===== src/rtl/tft_fetch_pkg.sv =====
// ============================================================================
//  Module   : tft_fetch_pkg
//  Brief    : Shared state encoding and sizing helpers for the frame fetcher.
//  Revision : 1.0
// ============================================================================
`default_nettype none

package tft_fetch_pkg;

    typedef enum logic [2:0] {
        IDLE       = 3'd0,
        CLEAR      = 3'd1,
        WAIT_SPACE = 3'd2,
        REQ        = 3'd3,
        XFER       = 3'd4,
        DONE       = 3'd5
    } fetch_state_t;

    function automatic int unsigned frame_words(input int unsigned h_active,
                                                input int unsigned v_active);
        return h_active * v_active;
    endfunction

    // Minimum of one bit so a degenerate frame size still yields a legal vector.
    function automatic int unsigned cnt_width(input int unsigned n);
        return (n < 2) ? 1 : $clog2(n);
    endfunction

endpackage

`default_nettype wire


===== src/rtl/tft_underflow_mon.sv =====
// ============================================================================
//  Module   : tft_underflow_mon
//  Brief    : Sticky pixel-FIFO underflow flag; a set event beats a clear.
//  Revision : 1.0
// ============================================================================
`default_nettype none

module tft_underflow_mon (
    input  logic clk,
    input  logic rst,
    input  logic i_set,
    input  logic i_clr,
    output logic o_flag
);

    logic r_flag;

    always_ff @(posedge clk) begin
        if (rst) begin
            r_flag <= 1'b0;
        end else if (i_set) begin
            r_flag <= 1'b1;
        end else if (i_clr) begin
            r_flag <= 1'b0;
        end
    end

    assign o_flag = r_flag;

endmodule

`default_nettype wire


===== src/rtl/tft_frame_fetch_ctrl.sv =====
// ============================================================================
//  Module   : tft_frame_fetch_ctrl
//  Brief    : Burst read sequencer that streams one frame buffer into the TFT
//             pixel FIFO. Define TFT_DOUBLE_BUFFER_EN for ping-pong frames.
//  Revision : 1.0
// ============================================================================
`default_nettype none

module tft_frame_fetch_ctrl
    import tft_fetch_pkg::*;
#(
    parameter int unsigned H_ACTIVE   = 800,
    parameter int unsigned V_ACTIVE   = 480,
    parameter int unsigned BURST_LEN  = 32,
    parameter int unsigned FIFO_DEPTH = 1024,
    parameter int unsigned ADDR_W     = 24
) (
    input  logic              Clk33M,
    input  logic              Rst,
    input  logic              Enable,
    input  logic              Frame_start,
    input  logic [ADDR_W-1:0] Base_addr,
    input  logic [10:0]       Fifo_usedw,
    input  logic              Fifo_empty,
    input  logic              Pixel_rd,
    output logic              Rd_req,
    output logic [ADDR_W-1:0] Rd_addr,
    output logic [7:0]        Rd_len,
    input  logic              Rd_ack,
    input  logic              Rd_done,
    output logic              Fifo_clr,
    output logic              Busy,
`ifdef TFT_DOUBLE_BUFFER_EN
    output logic              Buf_sel,
`endif
    output logic              Underflow
);

    localparam int unsigned c_FRAME_WORDS = frame_words(H_ACTIVE, V_ACTIVE);
    localparam int unsigned c_CNT_W       = cnt_width(c_FRAME_WORDS + 1);
    localparam int unsigned c_SPACE_LIM   = FIFO_DEPTH - BURST_LEN;

    fetch_state_t         r_state;
    fetch_state_t         w_state_nxt;
    logic [ADDR_W-1:0]    r_base;
    logic [ADDR_W-1:0]    r_cur_addr;
    logic [c_CNT_W-1:0]   r_words_left;
    logic [ADDR_W-1:0]    r_rd_addr;
    logic [7:0]           r_rd_len;
    logic                 r_pending;
    logic [ADDR_W-1:0]    w_origin;
    logic [7:0]           w_burst_len;
    logic                 w_space_ok;
    logic                 w_last_burst;
    logic                 w_enter_clear;
    logic                 w_uf_set;

    assign w_space_ok    = (32'(Fifo_usedw) <= c_SPACE_LIM);
    assign w_last_burst  = (32'(r_words_left) == 32'(r_rd_len));
    assign w_enter_clear = (w_state_nxt == CLEAR);
    assign w_uf_set      = Pixel_rd & Fifo_empty;

    always_comb begin
        w_burst_len = 8'(BURST_LEN);
        if (32'(r_words_left) < BURST_LEN) begin
            w_burst_len = 8'(r_words_left);
        end
    end

`ifdef TFT_DOUBLE_BUFFER_EN
    logic r_buf_sel;

    always_ff @(posedge Clk33M) begin
        if (Rst) begin
            r_buf_sel <= 1'b0;
        end else if (w_enter_clear) begin
            r_buf_sel <= ~r_buf_sel;
        end
    end

    // Origin is taken in CLEAR, so it already sees the toggled buffer select.
    assign w_origin = r_base + (r_buf_sel ? ADDR_W'(c_FRAME_WORDS) : '0);
    assign Buf_sel  = r_buf_sel;
`else
    assign w_origin = r_base;
`endif

    always_comb begin
        w_state_nxt = r_state;
        case (r_state)
            IDLE: begin
                if (Frame_start && Enable) begin
                    w_state_nxt = CLEAR;
                end
            end
            CLEAR: begin
                w_state_nxt = WAIT_SPACE;
            end
            WAIT_SPACE: begin
                if (Frame_start) begin
                    w_state_nxt = CLEAR;
                end else if (w_space_ok) begin
                    w_state_nxt = REQ;
                end
            end
            REQ: begin
                // An ack in the same cycle as Frame_start keeps the burst alive.
                if (Rd_ack) begin
                    w_state_nxt = XFER;
                end else if (Frame_start) begin
                    w_state_nxt = CLEAR;
                end
            end
            XFER: begin
                if (Rd_done) begin
                    if (r_pending || Frame_start) begin
                        w_state_nxt = CLEAR;
                    end else if (w_last_burst) begin
                        w_state_nxt = DONE;
                    end else if (!Enable) begin
                        w_state_nxt = IDLE;
                    end else begin
                        w_state_nxt = WAIT_SPACE;
                    end
                end
            end
            DONE: begin
                if (Frame_start) begin
                    w_state_nxt = Enable ? CLEAR : IDLE;
                end
            end
            default: begin
                w_state_nxt = IDLE;
            end
        endcase
    end

    always_ff @(posedge Clk33M) begin
        if (Rst) begin
            r_state      <= IDLE;
            r_base       <= '0;
            r_cur_addr   <= '0;
            r_words_left <= '0;
            r_rd_addr    <= '0;
            r_rd_len     <= '0;
            r_pending    <= 1'b0;
        end else begin
            r_state <= w_state_nxt;

            if (Frame_start) begin
                r_base <= Base_addr;
            end

            if (r_state == CLEAR) begin
                r_cur_addr   <= w_origin;
                r_words_left <= c_CNT_W'(c_FRAME_WORDS);
            end else if ((r_state == XFER) && Rd_done) begin
                r_cur_addr   <= r_cur_addr + ADDR_W'(r_rd_len);
                r_words_left <= r_words_left - c_CNT_W'(r_rd_len);
            end

            if ((r_state == WAIT_SPACE) && (w_state_nxt == REQ)) begin
                r_rd_addr <= r_cur_addr;
                r_rd_len  <= w_burst_len;
            end

            if (w_enter_clear) begin
                r_pending <= 1'b0;
            end else if (Frame_start &&
                         (((r_state == XFER) && !Rd_done) ||
                          ((r_state == REQ) && Rd_ack))) begin
                r_pending <= 1'b1;
            end
        end
    end

    assign Rd_req   = (r_state == REQ);
    assign Rd_addr  = r_rd_addr;
    assign Rd_len   = r_rd_len;
    assign Fifo_clr = (r_state == CLEAR);
    assign Busy     = (r_state == CLEAR) || (r_state == WAIT_SPACE) ||
                      (r_state == REQ)   || (r_state == XFER);

    tft_underflow_mon u_underflow_mon (
        .clk    (Clk33M),
        .rst    (Rst),
        .i_set  (w_uf_set),
        .i_clr  (Frame_start),
        .o_flag (Underflow)
    );

endmodule

`default_nettype wire

===== config.mk =====
export PLATFORM = sky130hd
export DESIGN_NAME = tft_frame_fetch_ctrl
export DESIGN_NICKNAME = d
export VERILOG_FILES = /design/src/rtl/tft_fetch_pkg.sv /design/src/rtl/tft_underflow_mon.sv /design/src/rtl/tft_frame_fetch_ctrl.sv
export SDC_FILE = /design/constraint.sdc
export NUM_CORES = 1
export LEC_CHECK = 0
export CAP_MARGIN = 20
export CORE_ASPECT_RATIO = 0.7
export CORE_MARGIN = 2
export CORE_UTILIZATION = 59
export DETAILED_ROUTE_END_ITERATION = 10
export MAX_ROUTING_LAYER = met4
export PLACE_DENSITY = 0.89
export SETUP_SLACK_MARGIN = 0.3
export SLEW_MARGIN = 5
export SYNTH_ARGS = -nofsm -noshare
export SYNTH_HDL_FRONTEND = slang
export SYNTH_SLANG_ARGS = --single-unit
export TNS_END_PERCENT = 1

===== constraint.sdc =====
create_clock -name Clk33M -period 4.45 [get_ports Clk33M]
set_input_delay 0.89 -clock Clk33M [delete_from_list [all_inputs] [get_ports Clk33M]]
set_output_delay 0.89 -clock Clk33M [all_outputs]
set_load 0.03 [all_outputs]

Word level (Yosys, flattened, before mapping):

Cells that the tools add are included.

* bits of input ports: 43
* word-level logic and storage cells: 58
* output and inout port bits: 36
* register bits after elaboration: 104

* add/subtract/negate cells: 2
* bitwise logic cells: 1
* mux-type cells: 19
* eq/ne operators: 8
* reductions and logical operators: 17
* magnitude comparators: 2

Operators by type and width (count)
* $mux 24: 2
* $mux 19: 2
* $mux 3: 9
* $add 24x8->24: 1
* $eq 19x8->1: 1
* $lt 19x6->1 const B: 1
* $sub 19x8->19: 1
* $pmux 3 s6: 1
* $le 11x10->1 const B: 1
* $eq 3x2->1 const B: 3
* $mux 8: 1
* $eq 3x1->1 const B: 2
* $eq 3x3->1 const B: 2
* $logic_and 1x1->1: 6
* $logic_or 1x1->1: 5
* $reduce_bool 2->1: 2
* $reduce_or 2->1: 2
* $logic_not 3->1: 1
* $mux 1: 3
* $mux 2: 1
* $and 1x1->1: 1
* $logic_not 1->1: 1

Logic depth before layout (Yosys ltp):

Gate-level depths: netlist of the first run.

* depth in word-level cells: 7
* mapped depth: 9
* depth with buffers taken out: 8

Modules after synthesis:

A second synthesis of the first run with hierarchy kept.

* cells, all modules: 606
* area total of the unflattened synthesis: 5084.9 um^2

Modules (own cells, without submodules)
* tft_frame_fetch_ctrl: times used 1, area an instance 5046.1 um^2, cells each 602, seq. area each 2062.0 um^2
* tft_underflow_mon: times used 1, area an instance 38.8 um^2, cells each 4, seq. area each 20.0 um^2

Worst setup path after synthesis of the first run:

No wires, ideal clock.

* kind: input to register
* start: input port Fifo_usedw[1]
* end: register r_rd_len[3], in the netlist Rd_len[3]
* setup slack: 1.767 ns
* data required time: 4.333 ns
* setup time: 0.117 ns
* cell stages on the path: 7
* arrival time: 2.565 ns
* cells stage by stage: or4_4 > o211ai_2 > a21oi_2 > or4_1 > buf_2 > buf_6 > a32o_1

* longest elaborated chain between the ends: 6

RTL lines
* start, declared: line tft_frame_fetch_ctrl.sv:23 `input logic [10:0] Fifo_usedw,`
* $le 11x10->1: line tft_frame_fetch_ctrl.sv:58 `assign w_space_ok = (32'(Fifo_usedw) <= c_SPACE_LIM);`
* $mux 3: line tft_frame_fetch_ctrl.sv:102 `end else if (w_space_ok) begin`
* $mux 3: line tft_frame_fetch_ctrl.sv:100 `if (Frame_start) begin`
* $pmux 3 s6: line tft_frame_fetch_ctrl.sv:90 `case (r_state)`
* $eq 3x2->1: line tft_frame_fetch_ctrl.sv:162 `if ((r_state == WAIT_SPACE) && (w_state_nxt == REQ)) begin`
* $logic_and 1x1->1: line tft_frame_fetch_ctrl.sv:162
* end signal, assigned: line tft_frame_fetch_ctrl.sv:164 `r_rd_len <= w_burst_len;`
* end, declared: line tft_frame_fetch_ctrl.sv:49 `logic [7:0] r_rd_len;`

Every way passes these cells.
A chain may end at the register's enable or synchronous reset.

Worst setup path in the final report of the first run:

* start: register r_state[0]
* end: output port Fifo_clr

* longest elaborated chain between the ends: 1

RTL lines
* start, declared: line tft_frame_fetch_ctrl.sv:43 `fetch_state_t r_state;`
* start signal, assigned: line tft_frame_fetch_ctrl.sv:148 `r_state <= w_state_nxt;`
* $eq 3x1->1: line tft_frame_fetch_ctrl.sv:180 `assign Fifo_clr = (r_state == CLEAR);`
* end, declared: line tft_frame_fetch_ctrl.sv:31 `output logic Fifo_clr,`

Every way passes these cells.

==> metrics.md, run 1 <==
| Metric | Value |
|---|---|
| Max cap viols | `0` |
| Yosys reg bits | `104` |
| Slew of the pin with the lowest slew margin | `912.9 ps` |
| Row cnt | `29` |
| Finished Layout Cells | `816` |
| Area Overhead vs Synth | `20.52%` |
| Minimum clock period | `3362 ps` |
| Synth Area per Inst | `8.558 sq um` |
| Outcome | `finished, final reports clean` |
| TritonCTS clock tree | `yes` |
| Slew Limit Fails | `0` |
| Commonest non-fill, non-tap cell in the layout | `dfxtp_1` |
| Ant diodes | `0` |
| Fmax | `0.2975 GHz` |
| Initial antenna violation count | `0` |
| Cell count after synthesis | `632` |
| WP data required | `3560 ps` |
| Max-slew headroom | `0.3914` |
| Startpoint types | `register` |
| Clock skew | `4.991 ps` |
| Final instance area | `6519 sq um` |
| Post-Syn Area | `5409 sq um` |
| # Post-CTS Setup Buffers | `0` |
| Final ANT Viol Nets | `0` |
| Post-synth EDFFs | `0` |
| RSZ-0062 raised after global routing | `no` |
| Setup TNS | `0 ps` |
| Die H | `84.11 um` |
| Largest cells by area after synthesis | `dfxtp_1 38%, mux2i_1 9.1%, nand2_1 5.6%, nor2_1 3.7%, ha_1 3.7%` |
| Resize count post-CTS | `0` |
| Top cell type's share of synthesized area | `0.3849` |
| Largest net degree at the start of global routing | `64` |
| Sw Pwr | `484.6 uW` |
| H-tree Lvls | `3` |
| CP endpoint kind | `output port` |
| Placed standard-cell area | `6226 sq um` |
| CTS max path bufs | `2` |
| Placer congestion estimate | `0.9860` |
| CTS root buf | `clkbuf_16` |
| Routed vias/inst | `6.400` |
| PwrDens | `302.9 nW/um^2` |
| # DRC | `0` |
| Cell total after placement | `801` |
| Synth cell types | `69` |
| CP max stage delay | `700 ps` |
| Routed wire length | `15.08 mm` |
| Final hold slack | `455.9 ps` |
| Int Pwr | `1.490 mW` |
| Cts-stage hold buffer count | `0` |
| First-pass GRT wire length | `24.49 mm` |
| Core ar. | `8999 sq um` |
| Sequential share of power | `0.501` |
| Cts bufs inserted | `9` |
| Vias in the first global route | `4936` |
| Share of layout cells above drive strength 1 | `0.05636` |
| Wire length per cell | `18.48 um` |
| Fillers | `721` |
| Sink Count | `104` |
| Final Hold Fails | `0` |
| Total track usage | `0.3152` |
| Syn_nets | `693` |
| Clk_lat worst skew | `350 ps` |
| Cell depth of the worst flop-to-flop path | `8` |
| Crit share post-route | `0.7555` |
| Full die area | `9962 sq um` |
| Input/output buffers | `78` |
| GRT overflow | `0` |
| Logic gate share of total power | `0.108` |
| Die Wd | `118.4 um` |
| Pre-Repair DR Iteration Count | `7` |
| Leak | `2.335 nW` |
| Ys Warns | `0` |
| Hpwl dp | `10.77 mm` |
| VDD IR max | `0.2314 mV` |
| Post-synth top area cell | `dfxtp_1` |
| Most frequent cells in the layout | `104 x dfxtp_1, 81 x nand2_1, 76 x clkdlybuf4s50_1` |
| Post-synthesis sequential area ratio | `0.3849` |
| Critical path arrival | `2470 ps` |
| Cells along the critical path | `or3b_2 > inv_2 > clkdlybuf4s50_1` |
| Worst-path maximum fanout | `17` |
| Hold WC Path Type | `register to register` |
| Starting DRT DRC Count | `576` |
| Final nets | `749` |
| Clk slew on worst S/H paths | `70 ps` |
| Classification of the worst setup path | `register to output port` |
| Via count | `5222` |
| Initial Utilization | `0.6011` |
| Setup violators final | `0` |
| Top_reg_cell synth | `dfxtp_1` |
| Slowest cell on crit path | `or3b_2` |
| Worst Hold Depth | `2` |
| Switching portion of total power | `0.2455` |
| Ys async rst share | `0` |
| I/O pins | `79` |
| Clock share of power | `0.391` |
[through the flow]
stage	util	total power, mW	setup WS (ps)
3_3_place_gp	0.6919	1.209	1020
2_1_floorplan	-	1.133	1767
3_5_place_dp	0.6919	1.217	936.6
6_report	0.7244	1.974	1088
4_1_cts	0.7244	1.975	1100
5_1_grt	0.7244	2.041	997.5
[cell families after synthesis]
family,after synthesis,share of synthesized area
multiplexers,50,0.09276
adder cells (fa/ha/maj),18,0.04441
AO/OA/AOI/OAI,153,0.2033
buffers and inverters,62,0.04626
AND/OR/NAND/NOR,237,0.2154
XOR/XNOR,8,0.01295
flip-flops,104,0.3849
[layout make-up]
type | count | area, sq um | area share
multi-input combinational | 466 | 3083 | 0.4729
tap | 124 | 155.1 | 0.02380
inverter | 22 | 82.58 | 0.01267
sequential | 104 | 2082 | 0.3194
clock inverter | 2 | 12.51 | 0.001919
clock buffer | 13 | 280.3 | 0.04299
timing repair buffer | 85 | 823.3 | 0.1263
[state kept, by name, indices dropped and copies added (netlist names)]
register	count
u_underflow_mon.o_flag	1
r_cur_addr	24
r_state	3
Rd_addr	24
r_pending	1
r_words_left	19
Rd_len	8
r_base	24
[layer usage]
layer  up-vias  part of all wire  wire length (um)  track usage
li1       2441                 -                 -            -
met5         -                 0                 0            -
met3        25              0.12              1795      0.08060
met4         0             0.014               214      0.09307
met2       299              0.43              6493       0.4640
met1      2457              0.44              6575       0.4289
[power groups by stage]
stage,clock (mW),sequential [mW],combinational [mW]
floorplan,0,0.995,0.138
global placement,0,1.01,0.202
detailed placement,0,1.01,0.210
CTS,0.777,0.987,0.211
global route,0.818,0.992,0.231
finish,0.772,0.989,0.213
[worst paths after layout]
check | end | from | slack [ps]
hold / removal | Rd_addr[7] | Rd_addr[7] | 460
setup reg to reg | r_cur_addr[16] | r_cur_addr[0] | 1590
setup / recovery | Fifo_clr | r_state[0] | 1090
hold reg to reg | Rd_addr[7] | Rd_addr[7] | 460
[synthesized netlist by cell type (all sizes together) (6+ instances only)]
library cell  count
nor2             54
dfxtp           104
mux2i            49
nand2b            8
o21ai            14
nand3            18
a22oi            19
o31ai             6
a211oi            9
or4              12
a31oi            15
a21oi            27
ha               16
nor3             14
nand4             8
clkbuf           31
nand2            81
or3              10
inv              21
o211ai           14
buf               9
[critical path, delay by kind of cell, from the launching register on]
| kind | cells | cell delay [ps] |
|---|---|---|
| simple gates | 1 | 700 |
| buf+inv | 2 | 780 |
| flops | 1 | 630 |
(Power assumes the default switching activity.)
==> inputs of run 2 (changes only) <==
--- a/config.mk
+++ b/config.mk
@@ -8,10 +8,10 @@
 export CAP_MARGIN = 20
 export CORE_ASPECT_RATIO = 0.7
 export CORE_MARGIN = 2
-export CORE_UTILIZATION = 59
+export CORE_UTILIZATION = 55
 export DETAILED_ROUTE_END_ITERATION = 10
 export MAX_ROUTING_LAYER = met4
-export PLACE_DENSITY = 0.89
+export PLACE_DENSITY = 0.84
 export SETUP_SLACK_MARGIN = 0.3
 export SLEW_MARGIN = 5
 export SYNTH_ARGS = -nofsm -noshare
==> constraint.sdc (replaced) <==
create_clock -name Clk33M -period 3.15 [get_ports Clk33M]
set_input_delay 0.63 -clock Clk33M [delete_from_list [all_inputs] [get_ports Clk33M]]
set_output_delay 0.63 -clock Clk33M [all_outputs]
set_load 0.03 [all_outputs]
==> run 2 against run 1 <==
Net effect:
- critical path depth did not move
- utilization fell by 3.8 points
- power rose by 47%
- largest cell class unchanged
- combinational power rose by 48%
- die area rose by 7.0%
==> metrics.md, run 2 (synthesis gave the netlist of run 1 again) <==
| Metric | Value |
|---|---|
| Final ANT Viol Nets | `0` |
| Startpoint types | `register` |
| Cts-stage hold buffer count | `0` |
| Pre-Repair DR Iteration Count | `6` |
| Final hold slack | `457.5 ps` |
| GRT overflow | `0` |
| Most frequent cells in the layout | `104 x dfxtp_1, 81 x nand2_1, 76 x clkdlybuf4s50_1` |
| Hold WC Path Type | `register to register` |
| Placer congestion estimate | `0.9380` |
| Die Wd | `122.5 um` |
| Fmax | `0.3635 GHz` |
| I/O pins | `79` |
| Max-slew headroom | `0.4286` |
| Largest net degree at the start of global routing | `61` |
| Slew of the pin with the lowest slew margin | `849.3 ps` |
| First-pass GRT wire length | `23.62 mm` |
| Cell total after placement | `813` |
| Sink Count | `104` |
| Setup TNS | `0 ps` |
| CP endpoint kind | `output port` |
| Starting DRT DRC Count | `637` |
| Vias in the first global route | `4698` |
| Slew Limit Fails | `0` |
| Core ar. | `9647 sq um` |
| Routed wire length | `15.12 mm` |
| Hpwl dp | `10.81 mm` |
| Fillers | `769` |
| Setup violators final | `0` |
| Cts bufs inserted | `9` |
| Total track usage | `0.2933` |
| Ant diodes | `0` |
| Final Hold Fails | `0` |
| Placed standard-cell area | `6291 sq um` |
| Initial antenna violation count | `0` |
| Finished Layout Cells | `828` |
| TritonCTS clock tree | `yes` |
| Final instance area | `6620 sq um` |
| Clk slew on worst S/H paths | `70 ps` |
| Area Overhead vs Synth | `22.39%` |
| Minimum clock period | `2751 ps` |
| Final nets | `757` |
| RSZ-0062 raised after global routing | `no` |
| Commonest non-fill, non-tap cell in the layout | `dfxtp_1` |
| Routed vias/inst | `6.380` |
| Share of layout cells above drive strength 1 | `0.06714` |
| VDD IR max | `0.2786 mV` |
| Leak | `2.391 nW` |
| CTS max path bufs | `2` |
| Row cnt | `30` |
| Full die area | `10660 sq um` |
| Initial Utilization | `0.5607` |
| Classification of the worst setup path | `register to output port` |
| Setup ws final | `398.9 ps` |
| WP data required | `2520 ps` |
| Die H | `86.97 um` |
| Outcome | `finished, final reports clean` |
| # DRC | `0` |
| Critical path arrival | `2120 ps` |
| Crit share post-route | `0.8734` |
| CTS root buf | `clkbuf_16` |
| Worst-path maximum fanout | `16` |
| FF/Latch Area | `2082 sq um` |
| H-tree Lvls | `3` |
| Max cap viols | `0` |
| Area of the multi-input gates | `3090 sq um` |
| Via count | `5283` |
| Post-Place Setup Slack | `194.2 ps` |
| Input/output buffers | `78` |
| Wire length per cell | `18.26 um` |
| Clk_lat worst skew | `350 ps` |
| PwrDens | `439.7 nW/um^2` |
| Clock skew | `4.435 ps` |
run 2: cell types whose count changed in the layout (fill, tap and decap cells not counted):
cell        previous run  this run
bufinv_16              0         2
clkbuf_8               4         2
or3b_2                 1         0
buf_4                  7        15
or3b_4                 0         1
clkbuf_1               0         1
a211oi_1               9         8
clkinvlp_4             1         0
a211oi_2               0         1
run 2: final cells by class:
class,instances,share of cell area
timing repair buffer,93,0.1334
clock inverter,3,0.009828
sequential,104,0.3145
tap,128,0.02419
multi-input combinational,466,0.4668
clock buffer,12,0.03875
inverter,22,0.01247
run 2: critical path, stage by stage (launching register included):
cell and delay (ps):
dfxtp_1 440, or3b_4 570, inv_2 90, clkdlybuf4s50_1 670
run 2: path summary, 6_finish.rpt:
path | startpoint | endpoint | slack, ps | cells after the start
worst max-delay path | r_state[2] | Fifo_clr | 400 | 3
worst min-delay path | Rd_addr[10] | Rd_addr[10] | 460 | 2
worst max register to register | r_cur_addr[0] | r_cur_addr[16] | 600 | 8
worst min register to register | Rd_addr[10] | Rd_addr[10] | 460 | 2
run 2: repair_timing:
action,4_1_cts,5_1_grt
resized for setup,1,1
setup buffers,0,0
setup endpoints to repair,1,1
run 2: routing by layer:
layer  vias to the layer above  part of all wire  GRT usage
li1                       2468                 -          -
met1                      2468              0.45     0.4160
met2                       303              0.41     0.4126
met3                        44              0.11    0.05432
met4                         0             0.027     0.1129
met5                         -                 0          -
run 2: report_power, final:
group / internal, mW / total (mW) / switching [mW]
logic: 0.140 / 0.316 / 0.176
registers: 1.35 / 1.39 / 0.0403
clock network: 0.734 / 1.20 / 0.468
total: 2.23 / 2.91 / 0.684
run 2: through the flow:
stage	power [mW]	utilization
floorplan	1.600	-
global placement	1.716	0.6521
CTS	2.920	0.6857
global route	3.000	0.6863
finish	2.911	0.6863
detailed placement	1.730	0.6521
